===== config.mk =====
export PLATFORM = sky130hd
export DESIGN_NAME = uart_tx
export DESIGN_NICKNAME = d
export VERILOG_FILES = /design/src/rtl/uart_pkg.sv /design/src/rtl/baud_gen.sv /design/src/rtl/uart_tx.sv
export SDC_FILE = /design/constraint.sdc
export NUM_CORES = 1
export LEC_CHECK = 0
export ABC_AREA = 1
export BUFFER_PORTS_ARGS = -buffer_cell sky130_fd_sc_hd__buf_2
export CORE_MARGIN = 10
export CORE_UTILIZATION = 35
export DETAILED_ROUTE_END_ITERATION = 8
export SYNTH_ARGS = -nofsm -noshare
export SYNTH_HDL_FRONTEND = slang
export SYNTH_HIERARCHICAL = 1
export SYNTH_SLANG_ARGS = --single-unit

===== constraint.sdc =====
create_clock -name clk -period 2.4 [get_ports clk]
set_input_delay 0.48 -clock clk [delete_from_list [all_inputs] [get_ports clk]]
set_output_delay 0.48 -clock clk [all_outputs]
set_load 0.01 [all_outputs]

===== src/rtl/uart_pkg.sv =====
// Shared UART definitions: FSM state encoding and default frame/baud settings.
// Imported by the transmitter, the receiver and the baud generator.
package uart_pkg;

    typedef enum logic [1:0] {
        IDLE  = 2'b00,
        START = 2'b01,
        DATA  = 2'b10,
        STOP  = 2'b11
    } state_t;

    localparam int DEF_DBIT     = 8;
    localparam int DEF_SB_TICK  = 16;
    localparam int DEF_BAUD_DIV = 326;

endpackage


===== src/rtl/baud_gen.sv =====
// Free-running mod-BAUD_DIV counter producing a one-clock 16x-oversampling tick.
// Shared by the UART transmitter and receiver.
module baud_gen
    import uart_pkg::*;
#(
    parameter int BAUD_DIV = DEF_BAUD_DIV
) (
    input  logic clk,
    input  logic rst_n,
    output logic tick
);

    localparam int CW = (BAUD_DIV > 1) ? $clog2(BAUD_DIV) : 1;
    localparam logic [CW-1:0] LAST = CW'(BAUD_DIV - 1);

    logic [CW-1:0] cnt;

    always_ff @(posedge clk) begin
        if (!rst_n)
            cnt <= '0;
        else if (cnt == LAST)
            cnt <= '0;
        else
            cnt <= cnt + CW'(1);
    end

    assign tick = (cnt == LAST);

endmodule


===== src/rtl/uart_tx.sv =====
// 8N1 UART transmitter: shifts a captured byte out LSB-first, one bit per
// 16 baud ticks, with a registered line output and a done pulse.
module uart_tx
    import uart_pkg::*;
#(
    parameter int DBIT     = DEF_DBIT,
    parameter int SB_TICK  = DEF_SB_TICK,
    parameter int BAUD_DIV = DEF_BAUD_DIV
) (
    input  logic            clk,
    input  logic            rst_n,
    input  logic            tx_start,
    input  logic [DBIT-1:0] din,
    output logic            tx,
    output logic            tx_busy,
    output logic            tx_done_tick
);

    localparam int NW = (DBIT > 1) ? $clog2(DBIT) : 1;
    localparam logic [4:0]    S_BIT  = 5'd15;
    localparam logic [4:0]    S_STOP = 5'(SB_TICK - 1);
    localparam logic [NW-1:0] N_LAST = NW'(DBIT - 1);

    state_t          state, state_n;
    logic [4:0]      s, s_n;
    logic [NW-1:0]   n, n_n;
    logic [DBIT-1:0] b, b_n;
    logic            tx_n, busy_n, done_n;
    logic            tick;

    baud_gen #(.BAUD_DIV(BAUD_DIV)) u_baud (
        .clk   (clk),
        .rst_n (rst_n),
        .tick  (tick)
    );

    always_ff @(posedge clk) begin
        if (!rst_n) begin
            state        <= IDLE;
            s            <= '0;
            n            <= '0;
            b            <= '0;
            tx           <= 1'b1;
            tx_busy      <= 1'b0;
            tx_done_tick <= 1'b0;
        end else begin
            state        <= state_n;
            s            <= s_n;
            n            <= n_n;
            b            <= b_n;
            tx           <= tx_n;
            tx_busy      <= busy_n;
            tx_done_tick <= done_n;
        end
    end

    always_comb begin
        state_n = state;
        s_n     = s;
        n_n     = n;
        b_n     = b;
        done_n  = 1'b0;
        unique case (state)
            IDLE: begin
                if (tx_start) begin
                    b_n     = din;
                    s_n     = '0;
                    state_n = START;
                end
            end
            START: begin
                if (tick) begin
                    if (s == S_BIT) begin
                        s_n     = '0;
                        n_n     = '0;
                        state_n = DATA;
                    end else begin
                        s_n = s + 5'd1;
                    end
                end
            end
            DATA: begin
                if (tick) begin
                    if (s == S_BIT) begin
                        s_n = '0;
                        b_n = b >> 1;
                        if (n == N_LAST)
                            state_n = STOP;
                        else
                            n_n = n + NW'(1);
                    end else begin
                        s_n = s + 5'd1;
                    end
                end
            end
            STOP: begin
                if (tick) begin
                    if (s == S_STOP) begin
                        // leave s cleared so idle ticks see it at 0
                        s_n     = '0;
                        done_n  = 1'b1;
                        state_n = IDLE;
                    end else begin
                        s_n = s + 5'd1;
                    end
                end
            end
        endcase
    end

    // Line level follows the state being entered, so tx stays registered.
    always_comb begin
        tx_n   = 1'b1;
        busy_n = (state_n != IDLE);
        unique case (state_n)
            IDLE:  tx_n = 1'b1;
            START: tx_n = 1'b0;
            DATA:  tx_n = b_n[0];
            STOP:  tx_n = 1'b1;
        endcase
    end

endmodule


==> summary.md <==
| Metric | Value |
|---|---|
| Outcome | completed |
| CP Buf/Inv Count | 2 |
| Top Ports | 14 |
| CTS root buf | clkbuf_8 |
| Initial Util | 36.77% |
| Worst Skew | 0.009206 ns |
| Cts repair resizes | 0 |
| Port Buffers | 13 |
| Setup CP Type | reg2reg |
| GRT Residual Overflow | 0 |
| Crit path max-delay family | simple AND/OR/NAND/NOR gates |
| Iteration-0 DRC count of the detailed router | 58 |
| HP Class | in2reg |
| # nets final | 245 |
| Syn nets | 226 |
| CP cell instances | ha_1, nand2_1, nor2_1, nand2_2, inv_1, nand3_2, o21ai_1, inv_1, or2_4, ha_1, nand2_1, nand2_1, nand2_1 |
| Bufs on Longest Clock Path | 2 |
| # rows | 23 |
| Layout Utilization | 42.13% |
| Antenna Violating Nets Remaining | 0 |
| Worst-margin pin slew | 0.5041 ns |
| Antenna violations before repair | 0 |
| Crit-path max FO | 5 |
| Crit Reg-Reg Endpoint | tx$_SDFF_PN1_ |
| Reg2reg start | u_baud/cnt[0]$_SDFF_PP0_ |
| CTS HTree Levels | 2 |
| Die H | 85.53 um |
| DRC Markers | 0 |
| Share of layout cells above drive strength 1 | 20.26% |
| Pwr dens | 596.7 nW/um2 |
| Place WS | 0.4145 ns |
| Critical path startpoint category | flip-flop |
| Slew headroom | 66.18% |
| Tcrit/Tclk final | 83.47% |
| # hold bufs at CTS | 0 |
| HPWL Detailed | 2.244 mm |
| TritonCTS Sinks | 30 |
| Final Hold Viols | 0 |
| Slew Limit Fails | 0 |
| Max-cap viol count | 0 |
| Worst-path clk slew | 0.07 ns |
| Layout Area Growth over Synthesis | 14.57% |
| R2R Setup Slk | 0.40 ns |
| Post-Synthesis Cells | 207 |
| Hold_sp | din[7] |
| Post-placement cell count | 269 |
| Routed wire length | 2.981 mm |
| Worst path max stage delay | 0.39 ns |
| Vias in the first global route | 1166 |
| Non-filler cells, final | 277 |
| Cts bufs inserted | 5 |
| Setup TNS | 0 ns |
| CTS tree | built |
| Worst-skew pair later-pin latency | 0.28 ns |
| Die area | 7315 um2 |
| Post-synthesis register bit count | 30 |
| Slowest cell on the critical path | dfxtp_1 |
| Mapped cell area | 1503 um2 |
| Routed WL per cell | 10.76 um |
| Die span in x | 85.53 um |
| Leakage | 0.6854 nW |
| Global-route wire length before repair | 5.216 mm |
| Fin crit period | 2.003 ns |
| WP data arrival | 2.17 ns |
| Avg Cell Area, Syn | 7.259 um2 |
| ANT cells | 0 |
| Core Region | 4086 um2 |
| GPL Wtd Cong | 0.8512 |
| Fmax | 499.2 MHz |
| CP required | 2.57 ns |
| Placed Area | 1627 um2 |
| Worst setup margin | 0.3968 ns |
| Worst setup EP type | flip-flop |
| Worst Hold Depth | 3 |
| Yosys warns | 6 |
| Final Power | 1.027 mW |
| Number of distinct library cells after synthesis | 26 |
| Most used cell, CP | nand2_1 |
| Largest net degree at the start of global routing | 19 |
| Routed vias | 1279 |
| Min Hold Slack | 0.4472 ns |
| GR Util All Layers | 8.607% |
| Reg2reg path depth | 13 |
| Worst IR Drop VDD | 368.5 uV |
| WHS Endpoint | b[7]$_SDFFE_PN0P_ |
| Critical path startpoint | u_baud/cnt[0]$_SDFF_PP0_ |
| Seq/Total Area, Yosys | 39.97% |
| Finish-stage setup viols | 0 |
| DR pass1 iterations | 4 |
| Post-CTS Setup Bufs | 0 |
| RSZ-0062 raised after global routing | false |
| Routed vias/inst | 4.617 |
| Design Area, Final | 1722 um2 |
routing by layer:
layer	wire length [um]	vias up	GRT usage (%)	part of all wire, %
met5	0	-	0	0
met4	53	0	4.790	1.8
met3	186	5	3.406	6.2
met2	1135	28	11.51	38
met1	1605	546	11.32	54
li1	-	700	-	-
final cells by class:
type | instances | area (um2)
Tap cell | 50 | 62.56
Sequential cell | 30 | 600.6
Fill cell | 454 | 2365
Timing Repair Buffer | 13 | 65.06
Clock buffer | 6 | 82.58
Inverter | 32 | 120.1
Clock inverter | 2 | 12.51
Multi-Input combinational cell | 144 | 778.2
synthesized netlist by cell type:
cell	n	area share [%]
a211oi_1	2	1.0
a21oi_1	13	4.3
a21oi_2	2	1.2
a31oi_1	6	2.5
clkbuf_1	1	0.25
clkinv_1	1	0.25
dfxtp_1	30	40
ha_1	8	6.7
inv_1	24	6.0
inv_2	7	1.7
nand2_1	54	13
nand2_2	3	1.2
nand2_4	1	0.75
nand3_1	15	5.0
nand3_2	2	1.3
nand3b_1	2	1.0
nand4_1	1	0.42
nor2_1	15	3.7
nor2_2	6	2.5
nor2_4	2	1.5
nor3_1	2	0.67
o2111ai_2	1	1.0
o21ai_0	5	1.7
o21ai_1	2	0.67
or2_4	1	0.58
xnor2_1	1	0.58
kinds of logic (layout without fill, tap and decap cells):
family | Yosys count | in the layout | share of synthesized area (%)
buffers and inverters | 33 | 53 | 8.243
and+or+nand+nor | 104 | 104 | 32.22
DFF | 30 | 30 | 39.97
xor gates and xnor gates | 1 | 1 | 0.5830
AOI/OAI and AO/OA | 31 | 31 | 12.32
adders and majority gates | 8 | 8 | 6.661
how the worst max path moves through the flow:
stage / end / slack (ns) / cells past startpoint
floorplan: tx$_SDFF_PN1_ / 0.52 / 13
detailed placement: tx$_SDFF_PN1_ / 0.41 / 13
global placement: tx$_SDFF_PN1_ / 0.43 / 13
CTS: tx$_SDFF_PN1_ / 0.39 / 13
global route: tx$_SDFF_PN1_ / 0.21 / 13
finish: tx$_SDFF_PN1_ / 0.40 / 13
registers in the layout, summed over array words and instances (netlist names):
signal	count
u_baud/cnt	9
b	8
s	5
n	3
state	2
tx	1
tx_busy	1
tx_done_tick	1
layout by cell type, fill, tap and decap left out, drive strengths merged:
cell / Yosys / layout
a211oi: 2 / 2
a21oi: 15 / 15
a31oi: 6 / 6
buf: 0 / 13
clkbuf: 1 / 6
clkinv: 1 / 2
clkinvlp: 0 / 1
dfxtp: 30 / 30
ha: 8 / 8
inv: 31 / 31
nand2: 58 / 58
nand3: 17 / 17
nand3b: 2 / 2
nand4: 1 / 1
nor2: 23 / 23
nor3: 2 / 2
o2111ai: 1 / 1
o21ai: 7 / 7
or2: 1 / 1
xnor2: 1 / 1
power by group:
part / switching, mW / internal, mW
Combinational: 0.0472 / 0.0299
Clock: 0.196 / 0.230
Sequential: 0.0109 / 0.513
Total: 0.254 / 0.773
worst min-delay path, stage by stage:
cell,delay (ns)
buf_2,0.09
nand2_1,0.05
a21oi_1,0.06
No activity file was read; power rests on OpenSTA's default activity.
